**src/rtl/jtpopeye_pkg.sv**
```systemverilog
// Shared types and defaults for the multi-lane object line shifter.
package jtpopeye_pkg;
    typedef enum logic [1:0] {
        ST_IDLE  = 2'd0,
        ST_PEND  = 2'd1,
        ST_FETCH = 2'd2,
        ST_READY = 2'd3
    } lane_st_e;

    localparam int PXLW_DEF = 8;
    localparam int BPP_DEF  = 2;
endpackage

```
**src/rtl/jtpopeye_objn_lane.sv**
```systemverilog
// One object lane: descriptor, fetch state, staging word and the bit-plane shifter.
//   state    | meaning
//   ST_IDLE  | nothing to show at the next boundary
//   ST_PEND  | descriptor written, waiting for a ROM grant
//   ST_FETCH | request granted, waiting for rom_ok
//   ST_READY | staging holds data, loads at the next boundary
module jtpopeye_objn_lane
    import jtpopeye_pkg::*;
#(
    parameter int BPP  = BPP_DEF,
    parameter int PXLW = PXLW_DEF,
    parameter int PALW = 3,
    parameter int AW   = 13
) (
    input  logic                clk,
    input  logic                rst_n,
    input  logic                desc_we,
    input  logic [AW-1:0]       desc_addr,
    input  logic [PALW-1:0]     desc_pal,
    input  logic                desc_hflip,
    input  logic                grant,
    input  logic                data_ok,
    input  logic [BPP*PXLW-1:0] rom_data,
    input  logic                boundary,
    input  logic                shift,
    input  logic                hb_rise,
    input  logic                rv,
    output logic                pend,
    output logic [AW-1:0]       addr,
    output logic [BPP-1:0]      pxl,
    output logic [PALW-1:0]     pal,
    output logic                miss_evt
);
    lane_st_e            st_q, st_d;
    logic [AW-1:0]       addr_q, addr_d;
    logic [PALW-1:0]     dpal_q, dpal_d, pal_q, pal_d;
    logic                dhflip_q, dhflip_d, hflip_q, hflip_d;
    logic [BPP*PXLW-1:0] stage_q, stage_d, shf_q, shf_d;
    logic [PXLW-1:0]     plane;

    always_comb begin
        st_d     = st_q;
        addr_d   = addr_q;
        dpal_d   = dpal_q;
        dhflip_d = dhflip_q;
        stage_d  = stage_q;
        shf_d    = shf_q;
        pal_d    = pal_q;
        hflip_d  = hflip_q;
        miss_evt = 1'b0;
        plane    = '0;
        if (boundary) begin
            if (st_q == ST_READY) begin
                shf_d   = stage_q;
                pal_d   = dpal_q;
                hflip_d = dhflip_q ^ rv;
                st_d    = ST_IDLE;
            end else begin
                shf_d    = '0;
                pal_d    = '0;
                miss_evt = (st_q == ST_PEND) || (st_q == ST_FETCH);
            end
        end else if (shift) begin
            for (int p = 0; p < BPP; p++) begin
                plane = shf_q[p*PXLW +: PXLW];
                shf_d[p*PXLW +: PXLW] = hflip_q ? (plane << 1) : (plane >> 1);
            end
        end
        if (grant && st_q == ST_PEND) st_d = ST_FETCH;
        // data for a request orphaned by a rewrite or HB lands in a non-FETCH state and is dropped
        if (data_ok && st_q == ST_FETCH) begin
            stage_d = rom_data;
            st_d    = ST_READY;
        end
        if (desc_we) begin
            addr_d   = desc_addr;
            dpal_d   = desc_pal;
            dhflip_d = desc_hflip;
            st_d     = ST_PEND;
        end
        if (hb_rise) begin
            st_d  = ST_IDLE;
            shf_d = '0;
            pal_d = '0;
        end
    end

    always_ff @(posedge clk) begin
        if (!rst_n) begin
            st_q     <= ST_IDLE;
            addr_q   <= '0;
            dpal_q   <= '0;
            dhflip_q <= 1'b0;
            stage_q  <= '0;
            shf_q    <= '0;
            pal_q    <= '0;
            hflip_q  <= 1'b0;
        end else begin
            st_q     <= st_d;
            addr_q   <= addr_d;
            dpal_q   <= dpal_d;
            dhflip_q <= dhflip_d;
            stage_q  <= stage_d;
            shf_q    <= shf_d;
            pal_q    <= pal_d;
            hflip_q  <= hflip_d;
        end
    end

    always_comb begin
        pxl = '0;
        for (int p = 0; p < BPP; p++)
            pxl[p] = hflip_q ? shf_q[p*PXLW+PXLW-1] : shf_q[p*PXLW];
    end

    assign pend = (st_q == ST_PEND);
    assign addr = addr_q;
    assign pal  = pal_q;
endmodule

```
**src/rtl/jtpopeye_objn.sv**
```systemverilog
// Object lanes sharing one ROM port: round-robin arbiter, pixel counter and priority mux.
module jtpopeye_objn
    import jtpopeye_pkg::*;
#(
    parameter int NCH  = 2,
    parameter int BPP  = BPP_DEF,
    parameter int PXLW = PXLW_DEF,
    parameter int PALW = 3,
    parameter int AW   = 13,
    localparam int LW  = (NCH > 1) ? $clog2(NCH) : 1
) (
    input  logic                clk,
    input  logic                rst_n,
    input  logic                pxl_cen,
    input  logic                HB,
    input  logic                VB,
    input  logic                RV,
    input  logic                desc_we,
    input  logic [LW-1:0]       desc_sel,
    input  logic [AW-1:0]       desc_addr,
    input  logic [PALW-1:0]     desc_pal,
    input  logic                desc_hflip,
    output logic [AW-1:0]       rom_addr,
    output logic                rom_cs,
    input  logic                rom_ok,
    input  logic [BPP*PXLW-1:0] rom_data,
    output logic [PALW-1:0]     obj_pal,
    output logic [BPP-1:0]      obj_pxl,
    output logic                miss
);
    localparam int CW = (PXLW > 1) ? $clog2(PXLW) : 1;

    logic [CW-1:0]   cnt_q, cnt_d;
    logic            hb_q, vb_q, rom_cs_q, rom_cs_d, miss_q, miss_d;
    logic [AW-1:0]   rom_addr_q, rom_addr_d;
    logic [LW-1:0]   owner_q, owner_d, last_q, last_d;
    logic [PALW-1:0] obj_pal_q, obj_pal_d, win_pal;
    logic [BPP-1:0]  obj_pxl_q, obj_pxl_d, win_pxl;
    logic            boundary, shift, hb_rise, vb_rise;
    logic [NCH-1:0]  lane_we, pend, grant, data_ok, miss_evt;
    logic [AW-1:0]   lane_addr [NCH];
    logic [BPP-1:0]  lane_pxl [NCH];
    logic [PALW-1:0] lane_pal [NCH];
    int              rank, best_rank;

    assign boundary = pxl_cen && !HB && (cnt_q == CW'(PXLW-1));
    assign shift    = pxl_cen && !HB && !boundary;
    assign hb_rise  = HB && !hb_q;
    assign vb_rise  = VB && !vb_q;

    always_comb begin
        cnt_d = cnt_q;
        if (HB) cnt_d = '0;
        else if (pxl_cen) cnt_d = (cnt_q == CW'(PXLW-1)) ? '0 : cnt_q + CW'(1);
    end

    for (genvar g = 0; g < NCH; g++) begin : g_lane
        assign lane_we[g] = desc_we && pxl_cen && (desc_sel == LW'(g));
        jtpopeye_objn_lane #(.BPP(BPP), .PXLW(PXLW), .PALW(PALW), .AW(AW)) u_lane (
            .clk        (clk),
            .rst_n      (rst_n),
            .desc_we    (lane_we[g]),
            .desc_addr  (desc_addr),
            .desc_pal   (desc_pal),
            .desc_hflip (desc_hflip),
            .grant      (grant[g]),
            .data_ok    (data_ok[g]),
            .rom_data   (rom_data),
            .boundary   (boundary),
            .shift      (shift),
            .hb_rise    (hb_rise),
            .rv         (RV),
            .pend       (pend[g]),
            .addr       (lane_addr[g]),
            .pxl        (lane_pxl[g]),
            .pal        (lane_pal[g]),
            .miss_evt   (miss_evt[g])
        );
    end

    // rank 1 is the lane right after the last grant, so the search wraps round-robin
    always_comb begin
        rom_cs_d   = rom_cs_q;
        rom_addr_d = rom_addr_q;
        owner_d    = owner_q;
        last_d     = last_q;
        grant      = '0;
        data_ok    = '0;
        rank       = 0;
        best_rank  = NCH + 1;
        for (int k = 0; k < NCH; k++)
            data_ok[k] = rom_cs_q && rom_ok && (owner_q == LW'(k));
        if (rom_cs_q) begin
            if (rom_ok) rom_cs_d = 1'b0;
        end else begin
            for (int k = 0; k < NCH; k++) begin
                rank = (k > int'(last_q)) ? k - int'(last_q) : k - int'(last_q) + NCH;
                if (pend[k] && rank < best_rank) begin
                    best_rank  = rank;
                    grant      = '0;
                    grant[k]   = 1'b1;
                    rom_cs_d   = 1'b1;
                    rom_addr_d = lane_addr[k];
                    owner_d    = LW'(k);
                    last_d     = LW'(k);
                end
            end
        end
    end

    always_comb begin
        win_pxl = '0;
        win_pal = '0;
        for (int k = NCH - 1; k >= 0; k--) begin
            if (lane_pxl[k] != '0 && lane_pal[k] != '0) begin
                win_pxl = lane_pxl[k];
                win_pal = lane_pal[k];
            end
        end
        obj_pxl_d = obj_pxl_q;
        obj_pal_d = obj_pal_q;
        if (HB || VB) begin
            obj_pxl_d = '0;
            obj_pal_d = '0;
        end else if (pxl_cen) begin
            obj_pxl_d = win_pxl;
            obj_pal_d = win_pal;
        end
        miss_d = miss_q;
        if (vb_rise) miss_d = 1'b0;
        if (|miss_evt) miss_d = 1'b1;
    end

    always_ff @(posedge clk) begin
        if (!rst_n) begin
            cnt_q      <= '0;
            hb_q       <= 1'b0;
            vb_q       <= 1'b0;
            rom_cs_q   <= 1'b0;
            rom_addr_q <= '0;
            owner_q    <= '0;
            last_q     <= '0;
            obj_pal_q  <= '0;
            obj_pxl_q  <= '0;
            miss_q     <= 1'b0;
        end else begin
            cnt_q      <= cnt_d;
            hb_q       <= HB;
            vb_q       <= VB;
            rom_cs_q   <= rom_cs_d;
            rom_addr_q <= rom_addr_d;
            owner_q    <= owner_d;
            last_q     <= last_d;
            obj_pal_q  <= obj_pal_d;
            obj_pxl_q  <= obj_pxl_d;
            miss_q     <= miss_d;
        end
    end

    assign rom_cs   = rom_cs_q;
    assign rom_addr = rom_addr_q;
    assign obj_pal  = obj_pal_q;
    assign obj_pxl  = obj_pxl_q;
    assign miss     = miss_q;
endmodule
```
**config.mk**
```make
export PLATFORM = sky130hd
export DESIGN_NAME = jtpopeye_objn
export DESIGN_NICKNAME = d
export VERILOG_FILES = /design/src/rtl/jtpopeye_pkg.sv /design/src/rtl/jtpopeye_objn_lane.sv /design/src/rtl/jtpopeye_objn.sv
export SDC_FILE = /design/constraint.sdc
export NUM_CORES = 1
export LEC_CHECK = 0
export CAP_MARGIN = 20
export CORE_UTILIZATION = 36
export DETAILED_ROUTE_END_ITERATION = 8
export GPL_TIMING_DRIVEN = 0
export PLACE_DENSITY = 0.65
export SETUP_SLACK_MARGIN = 0.02
export SYNTH_ARGS = -nofsm -noshare
export SYNTH_HDL_FRONTEND = slang
export SYNTH_SLANG_ARGS = --single-unit
```
**constraint.sdc**
```tcl
create_clock -name clk -period 2.2 [get_ports clk]
set_input_delay 0.22 -clock clk [delete_from_list [all_inputs] [get_ports clk]]
set_output_delay 0.22 -clock clk [all_outputs]
set_load 0.03 [all_outputs]
```
==> results of run 1 <==
## final cells by class
type | instances | area, µm²
well taps | 216 | 270
clock inverters | 14 | 175
flip-flops and latches | 136 | 2720
plain buffers | 55 | 273
clock buffers | 18 | 439
multi-input cells | 484 | 2930
repair buffers | 60 | 601
inverters | 8 | 30.0
fillers | 1626 | 8560
## registers in the layout (all words and copies together), names as in the netlist, 2 cells and up
register                count
g_lane.u_lane.addr         26
g_lane.u_lane.pal           6
g_lane.u_lane.st_q          4
g_lane.u_lane.dhflip_q      2
rom_addr                   13
cnt_q                       3
obj_pxl                     2
g_lane.u_lane.stage_q      32
g_lane.u_lane.dpal_q        6
g_lane.u_lane.hflip_q       2
obj_pal                     3
g_lane.u_lane.shf_q        32
## cells in the final DEF, fill, tap and decap left out, types with 17 or more instances in the layout
cell type and instances:
a211oi_1 25, nor2_1 38, clkbuf_16 17, a31oi_1 18, dfxtp_1 136, a2bb2oi_1 24
clkdlybuf4s50_1 60, mux2i_1 28, buf_2 22, o21ai_0 19, nand2_1 167, a21boi_0 66
clkbuf_1 22
## critical path: cells and delay by family (launching register included)
kind                       cells  cell delay (ns)
AOI/OAI and AO/OA              2             0.24
adders and majority gates      2             0.37
buffers and inverters          2             0.63
DFF                            1             0.35
and+or+nand+nor                1             0.18
## through the flow
stage	area [µm²]	cells	hold WS [ns]	total power, W	TNS, ns
floorplan	5960	683	0.347	0.00288	0
global placement	6830	959	0.451	0.00311	-0.953
detailed placement	6830	959	0.458	0.00311	-0.0664
CTS	7440	991	0.349	0.00604	0
global route	7440	991	0.370	0.00622	0
finish	7440	991	0.355	0.00600	0
## cell families (layout without fill, tap and decap cells)
family,count (synthesis),count (layout)
flip-flops,136,136
AO/OA/AOI/OAI,195,195
AND/OR/NAND/NOR,249,249
multiplexers,30,30
XOR/XNOR,2,2
adder cells (fa/ha/maj),8,8
buffers and inverters,63,155
## final timing paths
check                                 from                        to  slack (ns)  cells after the start
hold reg to reg   g_lane[1].u_lane.addr[6]  g_lane[1].u_lane.addr[6]        0.46                      2
hold / removal                       rst_n                obj_pxl[0]        0.35                      4
setup / recovery                  cnt_q[0]  g_lane[0].u_lane.st_q[0]        0.31                      7
setup reg to reg                  cnt_q[0]  g_lane[0].u_lane.st_q[0]        0.31                      7
## power by group
group | internal, W | total (W) | switching [W] | leakage [nW]
Sequential | 0.00253 | 0.00258 | 0.0000489 | 1.10
Clock | 0.00182 | 0.00294 | 0.00113 | 0.292
Combinational | 0.000211 | 0.000476 | 0.000265 | 1.19
Total | 0.00456 | 0.00600 | 0.00144 | 2.58
## routing by layer
layer,vias to the layer above,GRT usage,wire length (µm)
met1,2467,0.279,7790
met4,0,0.0629,206
li1,2569,-,-
met5,-,0,0
met2,150,0.311,7190
met3,16,0.0615,1090
==> flow_summary.json, run 1 <==
{
  "hold_class": "in2reg",
  "power.leakage_nw": 2.58,
  "synth_top_area_frac": 0.457,
  "core_region_area_um2": 16000,
  "critPathMaxStageDelay_ns": 0.37,
  "via_per_inst": 5.25,
  "vias": 5202,
  "period_share": 0.859,
  "crit_type": "reg2reg",
  "synth.most_common_cell": "nand2_1",
  "synth_common_cells": "nand2_1, dfxtp_1, a21boi_0",
  "nets": 812,
  "cts_tree": "built",
  "slowest_stage": "buf_1",
  "grt_max_degree": 17,
  "setup.worst_path.start_class": "flop",
  "detailed_place_hpwl_mm": 11.6,
  "synth_edf_count": 0,
  "n_antenna_cell": 0,
  "antenna_found_initial": 0,
  "grt_pass1_wl_mm": 26.1,
  "area.growth.synth_to_final_pct": 24.9,
  "die_x_um": 131,
  "cts.repair.resized": 0,
  "pre_cts_ws_ns": -0.0121,
  "hold_viol": 0,
  "worst_slew_pin_slew_ns": 0.738,
  "fin_util": 0.465,
  "setup_viol_count_final": 0,
  "port_buffers": 60,
  "grt_remaining_overflow": 0,
  "first_pass_iters": 4,
  "clk_pin_slew_worst_paths_ns": 0.06,
  "crit_arrival_ns": 2.18,
  "yosys-top-cells-area": "dfxtp_1, nand2_1, a21boi_0",
  "rows": 46,
  "layout-drive-gt1-share": 0.0942,
  "cts_sinks": 136,
  "synth_top_family_by_area": "compound AO/OA/AOI/OAI gates",
  "grt.total_usage": 0.205,
  "initial_core_util": 0.372,
  "dieArea_um2": 17100,
  "htree_levels": 4,
  "ys_seq_area_frac": 0.457,
  "power_density_nw_per_um2": 807,
  "maxCapViolCount": 0,
  "end_kind": "flop",
  "cts_buffers": 17,
  "synthesis.area_um2": 5960,
  "drtIter0Drc": 335,
  "wire_per_inst_um": 16.4,
  "synthMuxAreaShare": 0.0508,
  "rsz0062_at_grt": "false",
  "synthAdderAreaFrac": 0.0168,
  "crit_chain": "ha_1 -> ha_1 -> buf_2 -> buf_1 -> nand4b_1 -> o211ai_1 -> a31oi_1",
  "grt_pass1_vias": 4832,
  "ios": 62,
  "fin_worst_skew_ns": 0.00648,
  "crit_top_cell": "ha_1",
  "period_minus_slack_ns": 1.89,
  "clock_latency_ns": 0.42,
  "worst-path-max-fanout": 10,
  "required_ns": 2.49,
  "drv_slew": 0,
  "clockBufferDepth": 2,
  "ant_nets": 0,
  "die_h_um": 131,
  "timing.fmax_ghz": 0.529,
  "ctsHoldBuffers": 0,
  "synth_flop_cell": "dfxtp_1",
  "worst_slack_ns": 0.310,
  "wirelength_mm": 16.3,
  "cts-root-buf": "clkbuf_16",
  "synthCells": 683,
  "synthDistinctLibCells": 50,
  "synth-simple-area-share": 0.179,
  "outcome": "completed",
  "syn_area_per_cell_um2": 8.72,
  "cts_setup_buffers": 0,
  "gp_congestion": 0.800,
  "yosys_warnings": 0,
  "synth-compound-area-share": 0.242,
  "relSlewSlack": 0.506,
  "irDropWorstVdd_uv": 547,
  "synth-xor-area-share": 0.00294,
  "async_flop_share": 0,
  "ys_ff_latch": 136,
  "synth_nets": 733,
  "drc": 0,
  "yosys.area.top_type": "dfxtp_1"
}
Power figures use the tool's default switching activity.
==> inputs of run 2 (changes only) <==
CORE_UTILIZATION = 50   (was 36)
PLACE_DENSITY = 0.82   (was 0.65)
==> flow_summary.json, run 2 (same netlist as run 1, synthesis figures left out) <==
{
  "outcome": "finished with violations",
  "violations": "DRC",
  "relSlewSlack": 0.526,
  "ant_nets": 0,
  "power_density_nw_per_um2": 839,
  "crit_chain": "ha_1 -> ha_1 -> buf_2 -> clkbuf_1 -> a2bb2oi_1 -> a211oi_1",
  "nets": 812,
  "core_region_area_um2": 11500,
  "grt_pass1_vias": 5415,
  "worst-path-max-fanout": 10,
  "cts_sinks": 136,
  "min_from": "rst_n",
  "end_kind": "flop",
  "cts.repair.resized": 0,
  "wire_per_inst_um": 18.1,
  "dieArea_um2": 12400,
  "gp_congestion": 0.877,
  "cts_setup_buffers": 0,
  "timing.fmax_ghz": 0.533,
  "vias": 5496,
  "p_sw_frac": 0.228,
  "min_to": "obj_pxl[1]",
  "period_minus_slack_ns": 1.87,
  "ios": 62,
  "grt_pass1_wl_mm": 26.8,
  "power.leakage_nw": 2.60,
  "hold_class": "in2reg",
  "htree_levels": 4,
  "total_power_w": 0.00619,
  "grt.total_usage": 0.280,
  "detailed_place_hpwl_mm": 11.7,
  "area.growth.synth_to_final_pct": 23.9,
  "period_share": 0.852,
  "die_x_um": 111,
  "grt_remaining_overflow": 0,
  "drt-met1-wl_mm": 6.69,
  "port_buffers": 60,
  "setup.worst_path.start_class": "flop",
  "p_seq_frac": 0.417,
  "layout-drive-gt1-share": 0.0929,
  "worst_slew_pin_slew_ns": 0.709,
  "crit_top_cell": "ha_1",
  "die_h_um": 111,
  "met3WireLength_mm": 1.34,
  "placed_area_um2": 6740,
  "cts-root-buf": "clkbuf_16",
  "drc": 8,
  "routed.top_layer": "met4",
  "wirelength_mm": 16.6,
  "rr_startpoint": "cnt_q[0]",
  "cp_num_buf_inv": 2,
  "initial_core_util": 0.517,
  "rows": 39,
  "hold_viol": 0,
  "finalInstanceArea_um2": 7380,
  "cts_tree": "built",
  "via_per_inst": 5.99,
  "crit_type": "reg2reg",
  "layout_common_cells": "nand2_1, dfxtp_1, a21boi_0",
  "min_path_cells": 4,
  "clk_pin_slew_worst_paths_ns": 0.06,
  "cts_buffers": 17,
  "maxCapViolCount": 0,
  "mostFrequentLayoutCell": "nand2_1",
  "p_clk_frac": 0.505,
  "fin_worst_skew_ns": 0.00701,
  "irDropWorstVdd_uv": 523,
  "clock_latency_ns": 0.43,
  "drv_slew": 0,
  "slowest_stage": "clkbuf_1",
  "hold_ws_ns": 0.347,
  "required_ns": 2.49,
  "path_delay_family": "buffers and inverters",
  "n_antenna_cell": 0,
  "ff2ff_path_depth": 6,
  "critPathMaxStageDelay_ns": 0.42,
  "wl_met2_mm": 8.04,
  "drtIter0Drc": 476,
  "ctsHoldBuffers": 0,
  "worst_slack_ns": 0.325,
  "finalSetupTns_ns": 0,
  "p_comb_frac": 0.078,
  "pre_cts_ws_ns": 0.0844,
  "r2r_end": "g_lane[0].u_lane.shf_q[3]",
  "rsz0062_at_grt": "false",
  "antenna_found_initial": 0,
  "grt_max_degree": 17,
  "setup_viol_count_final": 0,
  "intPower_w": 0.00477,
  "crit_arrival_ns": 2.17,
  "rrSetupSlack_ns": 0.33,
  "power_switching_w": 0.00141,
  "first_pass_iters": 7,
  "clockBufferDepth": 2
}
[run 2: routing by layer]
metal / track usage / vias up
met4: 0.129 / 0
met2: 0.474 / 250
met1: 0.328 / 2651
met3: 0.0809 / 45
met5: 0 / -
li1: - / 2550
[run 2: cell type report]
cell class / instances / area, µm²
fillers: 944 / 4140
multi-input cells: 484 / 2930
flip-flops and latches: 136 / 2720
repair buffers: 60 / 601
clock buffers: 19 / 443
plain buffers: 55 / 273
clock inverters: 13 / 201
well taps: 143 / 179
inverters: 8 / 30.0
[run 2: tightest hold or removal path: cells and delay by family]
family | cells | cell delay (ns)
buffers and inverters | 1 | 0.15
and+or+nand+nor | 1 | 0.23
AOI/OAI and AO/OA | 2 | 0.13
[run 2: worst max path at each step]
stage | startpoint | end | slack (ns) | cells past startpoint
floorplan | cnt_q[0] | g_lane[0].u_lane.shf_q[10] | 0.69 | 7
global placement | HB | g_lane[0].u_lane.shf_q[13] | 0.14 | 5
detailed placement | HB | g_lane[1].u_lane.shf_q[10] | 0.08 | 5
CTS | cnt_q[0] | g_lane[0].u_lane.shf_q[3] | 0.34 | 6
global route | cnt_q[0] | g_lane[0].u_lane.shf_q[13] | 0.20 | 6
finish | cnt_q[0] | g_lane[0].u_lane.shf_q[3] | 0.33 | 6
[run 2: metrics by stage]
stage | instances | util
6_report | 918 | 0.641
3_5_place_dp | 886 | 0.585
5_1_grt | 918 | 0.641
2_1_floorplan | 683 | -
4_1_cts | 918 | 0.641
3_3_place_gp | 886 | 0.585
[run 2: power by group through the flow]
stage / Combinational, W / Sequential [W] / Clock (W)
floorplan: 0.000228 / 0.00266 / 0
global placement: 0.000456 / 0.00263 / 0
detailed placement: 0.000471 / 0.00263 / 0
CTS: 0.000476 / 0.00258 / 0.00315
global route: 0.000514 / 0.00259 / 0.00326
finish: 0.000480 / 0.00258 / 0.00313
==> inputs of run 3 (changes only) <==
MAX_ROUTING_LAYER = met4   (was not set)
==> flow_summary.json, run 3 (same netlist as run 1, synthesis figures left out) <==
{
  "layout-drive-gt1-share": 0.0929,
  "period_minus_slack_ns": 1.89,
  "area.growth.synth_to_final_pct": 23.9,
  "via_per_inst": 5.98,
  "layout_common_cells": "nand2_1, dfxtp_1, a21boi_0",
  "n_antenna_cell": 0,
  "worst_slew_pin_slew_ns": 0.689,
  "nets": 812,
  "multi_input_area_um2": 2930,
  "period_share": 0.857,
  "end_kind": "flop",
  "worst-path-max-fanout": 10,
  "finalSetupTns_ns": 0,
  "slowest_stage": "buf_1",
  "setup.worst_path.start_class": "flop",
  "htree_levels": 4,
  "clock_latency_ns": 0.44,
  "ctsHoldBuffers": 0,
  "crit_type": "reg2reg",
  "relSlewSlack": 0.539,
  "grt_pass1_vias": 5425,
  "cts.repair.resized": 0,
  "clk_pin_slew_worst_paths_ns": 0.06,
  "p_sw_frac": 0.230,
  "intPower_w": 0.00477,
  "dieArea_um2": 12400,
  "path_delay_family": "buffers and inverters",
  "irDropWorstVdd_uv": 526,
  "required_ns": 2.51,
  "cts-root-buf": "clkbuf_16",
  "setup_viol_count_final": 0,
  "pre_cts_ws_ns": 0.0844,
  "fillerInstances": 944,
  "detailed_place_hpwl_mm": 11.7,
  "power_density_nw_per_um2": 841,
  "clockBufferDepth": 2,
  "timing.fmax_ghz": 0.530,
  "seq_area_um2": 2720,
  "cts_sinks": 136,
  "die_x_um": 111,
  "p_clk_frac": 0.506,
  "hold_viol": 0,
  "antenna_found_initial": 0,
  "hold_class": "in2reg",
  "ant_nets": 0,
  "cts_buffers": 17,
  "grt_remaining_overflow": 0,
  "rows": 39,
  "gp_congestion": 0.892,
  "cts_setup_buffers": 0,
  "grt_max_degree": 17,
  "violations": "DRC",
  "power_switching_w": 0.00143,
  "cts_tree": "built",
  "wire_per_inst_um": 18.2,
  "power.leakage_nw": 2.60,
  "core_region_area_um2": 11500,
  "maxCapViolCount": 0,
  "crit_arrival_ns": 2.19,
  "crit_top_cell": "ha_1",
  "critPathMaxStageDelay_ns": 0.38,
  "ios": 62,
  "drtIter0Drc": 505,
  "p_comb_frac": 0.077,
  "drv_slew": 0,
  "first_pass_iters": 7,
  "grt_pass1_wl_mm": 26.9,
  "mostFrequentLayoutCell": "nand2_1",
  "worst_slack_ns": 0.314,
  "crit_chain": "ha_1 -> ha_1 -> buf_2 -> buf_1 -> nand4b_1 -> o211ai_1 -> a31oi_1",
  "die_h_um": 111,
  "p_seq_frac": 0.416,
  "wirelength_mm": 16.7,
  "cp_num_buf_inv": 2,
  "outcome": "finished with violations",
  "fin_worst_skew_ns": 0.00826,
  "port_buffers": 60,
  "drc": 6,
  "rsz0062_at_grt": "false",
  "initial_core_util": 0.517,
  "grt.total_usage": 0.289,
  "vias": 5494
}
==> run 3: worst paths after layout <==
kind	start	to	slack [ns]	cells after the start
worst min-delay path	rst_n	obj_pxl[1]	0.34	4
worst max register to register	cnt_q[0]	g_lane[0].u_lane.st_q[0]	0.31	7
worst max-delay path	cnt_q[0]	g_lane[0].u_lane.st_q[0]	0.31	7
worst min register to register	g_lane[0].u_lane.addr[5]	g_lane[0].u_lane.addr[5]	0.47	2
==> run 3: final cells by class <==
cell class / count / area share
plain buffers: 55 / 0.0370
well taps: 143 / 0.0242
flip-flops and latches: 136 / 0.369
clock buffers: 19 / 0.0600
clock inverters: 13 / 0.0273
multi-input cells: 484 / 0.397
inverters: 8 / 0.00407
repair buffers: 60 / 0.0814
==> run 3: routing by layer <==
| layer | global-route usage | part of all wire | wire length, µm | vias up |
|---|---|---|---|---|
| met2 | 0.475 | 0.48 | 8070 | 275 |
| li1 | - | - | - | 2554 |
| met5 | - | 0 | 0 | - |
| met1 | 0.329 | 0.40 | 6660 | 2614 |
| met4 | 0.129 | 0.030 | 505 | 0 |
| met3 | 0.0793 | 0.085 | 1420 | 51 |
==> run 3: per-stage QoR <==
| step | instance area [µm²] | hold WS (ns) | total power (W) | instances | util |
|---|---|---|---|---|---|
| 4_1_cts | 7380 | 0.324 | 0.00620 | 918 | 0.641 |
| 5_1_grt | 7380 | 0.394 | 0.00636 | 918 | 0.641 |
| 6_report | 7380 | 0.339 | 0.00620 | 918 | 0.641 |
| 2_1_floorplan | 5960 | 0.347 | 0.00288 | 683 | - |
| 3_5_place_dp | 6740 | 0.463 | 0.00310 | 886 | 0.585 |
| 3_3_place_gp | 6740 | 0.451 | 0.00309 | 886 | 0.585 |
==> run 3: power groups by stage <==
stage | clock, W | sequential [W] | combinational [W]
3_5_place_dp | 0 | 0.00263 | 0.000471
2_1_floorplan | 0 | 0.00266 | 0.000228
6_report | 0.00314 | 0.00258 | 0.000480
3_3_place_gp | 0 | 0.00263 | 0.000456
4_1_cts | 0.00315 | 0.00258 | 0.000476
5_1_grt | 0.00326 | 0.00259 | 0.000514
==> run 3: worst min-delay path, delay by kind of cell <==
kind | cells | cell delay [ns]
and+or+nand+nor | 1 | 0.22
AOI/OAI and AO/OA | 2 | 0.13
buffers and inverters | 1 | 0.15
